[src/rtl/instruction_fetch_unit.sv]
// Instruction fetch stage: owns the PC, talks to a variable-latency instruction
// memory over req/ack, and holds the IF/ID register with a one-entry skid buffer.
module instruction_fetch_unit #(
  parameter logic [31:0] RESET_PC = 32'h0000_0000,
  parameter logic [31:0] NOP_WORD = 32'h0000_0000
) (
  input  logic        Clk,
  input  logic        Rst,
  input  logic        Stall,
  input  logic        PCSrc,
  input  logic [31:0] BranchTarget,
  output logic        imem_req,
  output logic [31:0] imem_addr,
  input  logic        imem_ack,
  input  logic [31:0] imem_rdata,
  output logic [31:0] Instruction,
  output logic [31:0] PCPlus4,
  output logic        IFID_Valid
);

  typedef enum logic [1:0] {S_IDLE, S_FETCH, S_HOLD, S_DROP} state_t;

  typedef struct packed {
    logic        valid;
    logic [31:0] pc4;
    logic [31:0] instr;
  } ifid_t;

  state_t      state, state_nxt;
  ifid_t       ifid;
  logic [31:0] pc, pc_plus4, drop_addr;
  logic [31:0] skid_instr, skid_pc4;
  logic        accept;

  assign pc_plus4 = pc + 32'd4;
  assign accept   = !Stall || !ifid.valid;

  assign Instruction = ifid.instr;
  assign PCPlus4     = ifid.pc4;
  assign IFID_Valid  = ifid.valid;

  always_ff @(posedge Clk or posedge Rst) begin
    if (Rst) state <= S_IDLE;
    else     state <= state_nxt;
  end

  always_comb begin
    state_nxt = state;
    case (state)
      S_IDLE:  state_nxt = S_FETCH;
      S_FETCH: begin
        if (PCSrc)                              state_nxt = imem_ack ? S_FETCH : S_DROP;
        else if (imem_ack && Stall && ifid.valid) state_nxt = S_HOLD;
      end
      S_HOLD:  if (PCSrc || !Stall) state_nxt = S_FETCH;
      // an ack arriving with a second redirect still retires the aborted request
      S_DROP:  if (imem_ack) state_nxt = S_FETCH;
      default: state_nxt = S_IDLE;
    endcase
  end

  always_comb begin
    imem_req  = 1'b0;
    imem_addr = pc;
    case (state)
      S_FETCH: imem_req = 1'b1;
      S_DROP: begin
        imem_req  = 1'b1;
        imem_addr = drop_addr;
      end
      default: ;
    endcase
  end

  // HOLD state itself marks the skid entry as occupied
  always_ff @(posedge Clk or posedge Rst) begin
    if (Rst) begin
      pc         <= RESET_PC;
      ifid       <= '{valid: 1'b0, pc4: 32'd0, instr: NOP_WORD};
      skid_instr <= NOP_WORD;
      skid_pc4   <= 32'd0;
      drop_addr  <= RESET_PC;
    end else if (PCSrc) begin
      pc          <= BranchTarget & ~32'h3;
      ifid.valid  <= 1'b0;
      ifid.instr  <= NOP_WORD;
      if (state == S_FETCH && !imem_ack) drop_addr <= pc;
    end else begin
      case (state)
        S_FETCH: begin
          if (imem_ack) begin
            pc <= pc_plus4;
            if (accept) begin
              ifid <= '{valid: 1'b1, pc4: pc_plus4, instr: imem_rdata};
            end else begin
              skid_instr <= imem_rdata;
              skid_pc4   <= pc_plus4;
            end
          end else if (accept) begin
            ifid.valid <= 1'b0;
            ifid.instr <= NOP_WORD;
          end
        end
        S_HOLD: if (!Stall) ifid <= '{valid: 1'b1, pc4: skid_pc4, instr: skid_instr};
        default: ;
      endcase
    end
  end

endmodule

[config.mk]
export PLATFORM = sky130hd
export DESIGN_NAME = instruction_fetch_unit
export DESIGN_NICKNAME = d
export VERILOG_FILES = /design/src/rtl/instruction_fetch_unit.sv
export SDC_FILE = /design/constraint.sdc
export NUM_CORES = 1
export LEC_CHECK = 0
export BUFFER_PORTS_ARGS = -buffer_cell sky130_fd_sc_hd__buf_2
export CAP_MARGIN = 10
export CORE_ASPECT_RATIO = 0.8
export CORE_MARGIN = 1.5
export CORE_UTILIZATION = 57
export DETAILED_ROUTE_END_ITERATION = 8
export GPL_ROUTABILITY_DRIVEN = 1
export HOLD_SLACK_MARGIN = 0.06
export PLACE_DENSITY = 0.81
export SYNTH_ARGS = -nofsm -noshare
export SYNTH_HDL_FRONTEND = slang
export SYNTH_SLANG_ARGS = --single-unit
[constraint.sdc]
create_clock -name Clk -period 15.5 [get_ports Clk]
set_input_delay 0 -clock Clk [delete_from_list [all_inputs] [get_ports Clk]]
set_output_delay 0 -clock Clk [all_outputs]
set_load 0.01 [all_outputs]
# Word level (Yosys, flattened, before mapping)
# Cells that the tools add are included.
[totals]
regBits = 195
[classes]
reduce_logical = 20
n_eq_ne = 11
n_bitwise = 2
n_addsub = 1
n_mux = 21
[ops]
columns = ["operator", "count"]
rows = [
  ["two-way mux 32 bit", 8],
  ["two-way mux 65 bit", 2],
  ["case mux 65 bit (2 select lines)", 1],
  ["adder 32 x 3 -> 32 bit (second input constant)", 1],
  ["two-way mux 2 bit", 5],
  ["inequality test 2 bit (second input constant)", 5],
  ["inequality test 3 bit (second input constant)", 3],
  ["case mux 2 bit (4 select lines)", 1],
  ["AND reduction 3 bit", 2],
  ["nonzero test 2 bit", 3],
  ["AND reduction 5 bit", 1],
  ["== test 2 bit (second input constant)", 2],
  ["two-way mux 1 bit", 4],
  ["AND reduction 2 bit", 2],
  ["AND reduction 4 bit", 1],
  ["logical AND 1 bit", 3],
  ["zero test 1 bit", 3],
  ["nonzero test 3 bit", 1],
  ["== test 2 x 1 -> 1 bit (second input constant)", 1],
  ["zero test 2 bit", 1],
  ["logical OR 1 bit", 2],
  ["inverter 1 bit", 2],
  ["OR reduction 2 bit", 1],
]

# Logic depth before layout (Yosys ltp)
[logic_depth]
ltp_word = 6
depth_mapped = 10
depth_no_buf = 7

# Worst setup path after synthesis
# OpenSTA, ideal clock, no wires.
[synth_path]
kind = "register to register"
start = "register pc[2]"
end = "register pc[20]"
arrival_time_ns = 1.985
required_time_ns = 15.370
synth_period_minus_slack_ns = 2.115
path_stages_with_launch = 8
n_path_buf = 1
path_slack_ns = 13.385
cell_sequence = "dfrtp_1 ha_1 nand3_2 or2_1 clkbuf_1 or4_1 xnor2_1 o21ai_1"
[synth_between]
elab_chain_cells = 4
[synth_lines]
columns = ["element", "line", "rtl"]
rows = [
  ["from (decl)", "31", "logic [31:0] pc, pc_plus4, drop_addr;"],
  ["from (signal assigned)", "84", "pc <= BranchTarget & ~32'h3;"],
  ["from (signal assigned)", "92", "pc <= pc_plus4;"],
  ["adder 32 x 3 -> 32 bit", "35", "assign pc_plus4 = pc + 32'd4;"],
  ["two-way mux 32 bit", "91", "if (imem_ack) begin"],
  ["two-way mux 32 bit", "89", "case (state)"],
  ["two-way mux 32 bit", "83", "end else if (PCSrc) begin"],
]
# Every way passes these cells. The select of a mux whose other input is x is not followed.
# A chain may end at the register's enable or synchronous reset.

# Worst setup path after layout
[layout_path]
start = "register state[1]"
end = "register skid_pc4[20]"
[layout_between]
elab_chain_cells = 2
[layout_lines]
columns = ["element", "line", "rtl"]
rows = [
  ["from (decl)", "29", "state_t state, state_nxt;"],
  ["from (signal assigned)", "44", "else state <= state_nxt;"],
  ["== test 2 x 1 -> 1 bit", "89", ""],
  ["AND reduction 4 bit (no line)", "n/a", ""],
  ["to (signal assigned)", "97", "skid_pc4 <= pc_plus4;"],
  ["to (decl)", "32", "logic [31:0] skid_instr, skid_pc4;"],
]
# Every way passes these cells.

==> qor.yml <==
insertedDiodeCount: 0
wl_met1_mm: 10.7
dr_wl_met3_mm: 2.14
gp_congestion: 0.966
synth_top_cell_by_area: "dfrtp_1"
postCtsHoldBufs: 64
final.setup.tns_ns: 0
whs_ns: 0.143
areaGrowthSynthToFinish_pct: 21.9
skew_ns: 0.0157
syn_avg_cell_area_sq_um: 9.16
finalPower_mw: 1.77
clock_sinks: 187
slowest_delay_ns: 0.94
worstMarginPinSlew_ns: 1.08
top_layer_used: "met4"
netlist_area_sq_mm: 0.00928
wirelength_mm: 24.2
slew_headroom: 0.281
drive_gt1_frac: 0.223
synth_area_leaders: "dfrtp_1, nand2_1, mux2_2"
clkPwrFrac: 0.246
pwr-share-seq: 0.436
swShare: 0.351
ys_warn_count: 0
fp.dieW_um: 146
power_density_mw_per_mm2: 157
worst_setup_path_end_kind: "flip-flop"
pre_cts_ws_ns: 12.39
drv_slew: 0
drtIter0Drc: 754
cts-resized-gates: 0
drt_pass1_iterations: 6
worst_slack_ns: 12.35
wl_met2_mm: 11.0
setup_viol: 0
nFillCells: 1181
grt_usage: 0.291
grt_pass1_vias: 7503
rsz0062_at_grt: "false"
synthesis.instances: 1013
cts_setup_buffers: 0
start_kind: "flip-flop"
htree_levels: 4
io_buffer_count: 160
status: "finished clean"
rows: 41
crit_slowest_cell: "or3_2"
final_area_sq_mm: 0.0113
yosysSeqAreaShare: 0.504
cts_tree: "done"
reg2reg_to: "skid_pc4[20]$_DFFE_PP0P_"
async_reset_ff_frac: 1.00
overflow: 0
wl_per_cell_um: 17.2
vias_per_cell: 5.68
rr_startpoint: "state[1]$_DFFE_PP0P_"
grt_max_degree: 98
cap_violations: 0
die-height_um: 117
ys_seq_elements: 187
min_period_ns: 3.15
fmax_ghz: 0.317
clk_pin_slew_ns: 0.07
dieArea_sq_mm: 0.0171
hold_viol: 0
hpwlAfterDp_mm: 15.4
crit_arrival_ns: 3.47
vias: 8010
drt.antenna.violating_nets: 0
p_int_mw: 1.15
start_util: 0.585
min_period_over_period: 0.203
cts-root-buf: "clkbuf_16"
dpl_cell_area_sq_mm: 0.0101
fp.coreArea_sq_mm: 0.0159
hp-class: "primary input to asynchronous set/reset pin"
final_nets: 1255
antenna_found_initial: 0
drc: 0
grt_pass1_wl_mm: 38.8
clk_latency_ns: 0.44
synth_top_area_share: 0.504
crit_type: "flip-flop to flip-flop"
power.net_switching_mw: 0.622
synth_edf_count: 0
pwr-share-comb: 0.318
critical_path_required_ns: 15.82
worstRegToRegCells: 7
final_common_cell: "nand2_1"
cp_max_fo: 50
path_cells: "inv_1 > ha_1 > nand2_1 > or3_2 > buf_4 > nor3_1 > nor2_1"
ir_drop_mv: 0.105
cts.path.max_buffers: 2
numCtsBuffers: 17
leakagePower_nw: 5.30
ys_types: 49
rrSetupSlack_ns: 12.35
num_io_pins: 167
synth_ff_type: "dfrtp_1"
final_cell_mix: "nand2_1, dfrtp_1, buf_2"
-- routing by layer --
metal | track usage | vias to the layer above
met5 | 0 | -
met4 | 0.0850 | 0
met3 | 0.0806 | 40
met2 | 0.449 | 351
met1 | 0.407 | 3829
li1 | - | 3790
-- flip-flops by register name (all words and copies together) (netlist names) --
register	cells
drop_addr	30
state	2
Instruction	32
IFID_Valid	1
skid_instr	32
pc	30
skid_pc4	30
PCPlus4	30
-- worst max-delay path by stage --
stage	slack, ns	start	end	cells after the start
floorplan	10.41	Rst	IFID_Valid$_DFFE_PP0P_	1
global placement	12.45	state[1]$_DFFE_PP0P_	skid_pc4[25]$_DFFE_PP0P_	7
detailed placement	12.39	state[1]$_DFFE_PP0P_	skid_pc4[20]$_DFFE_PP0P_	7
CTS	12.35	state[1]$_DFFE_PP0P_	skid_pc4[20]$_DFFE_PP0P_	7
global route	12.14	state[1]$_DFFE_PP0P_	skid_pc4[20]$_DFFE_PP0P_	7
finish	12.35	state[1]$_DFFE_PP0P_	skid_pc4[20]$_DFFE_PP0P_	7
-- synthesized netlist by cell type (5+ instances only) --
library cell,number
nand2_1,252
dfrtp_1,187
o21ai_0,72
clkbuf_1,58
mux2_2,48
nor2_1,47
a21oi_1,43
o31ai_1,41
and3_1,32
xnor2_1,31
nor3_1,22
buf_2,19
xor2_1,17
nand4_1,16
nand3_1,14
inv_1,13
o21ai_1,10
nand2b_1,8
buf_4,7
o221ai_1,7
a211oi_1,6
nor4_1,6
a21o_1,5
a31oi_1,5
and4_1,5
-- area by class of cell --
cell class / count / area, sq um / share of cell area
multi-input combinational: 728 / 4200 / 0.371
timing repair buffer: 234 / 1520 / 0.134
clock inverter: 10 / 115 / 0.0102
tap: 215 / 269 / 0.0238
sequential: 187 / 4680 / 0.414
inverter: 14 / 57.6 / 0.00509
clock buffer: 22 / 474 / 0.0419
-- power by group through the flow --
stage | Combinational, mW | Clock [mW] | Sequential [mW]
3_5_place_dp | 0.543 | 0 | 0.777
3_3_place_gp | 0.526 | 0 | 0.767
4_1_cts | 0.562 | 0.439 | 0.770
5_1_grt | 0.626 | 0.459 | 0.794
2_1_floorplan | 0.362 | 0 | 0.769
6_report | 0.564 | 0.436 | 0.774
-- stage by stage --
stage                     std cells  utilization
after CTS                      1410        0.714
final                          1410        0.714
after global routing           1410        0.714
after global placement         1314        0.636
after floorplan                1016            -
after detailed placement       1314        0.636
-- critical path: cells and delay by family (launching register included) --
family / cells / cell delay [ns]
adders and majority gates: 1 / 0.40
DFF: 1 / 0.42
buffers and inverters: 2 / 0.50
and+or+nand+nor: 4 / 1.72
-- cells by family after synthesis --
group / count (synthesis) / share of synthesized area
AOI/OAI and AO/OA: 195 / 0.125
xor gates and xnor gates: 48 / 0.0453
adders and majority gates: 4 / 0.00540
buffers and inverters: 101 / 0.0463
DFF: 187 / 0.504
muxes: 51 / 0.0615
other: 1 / 0.000404
and+or+nand+nor: 426 / 0.212
Power figures use the tool's default switching activity.
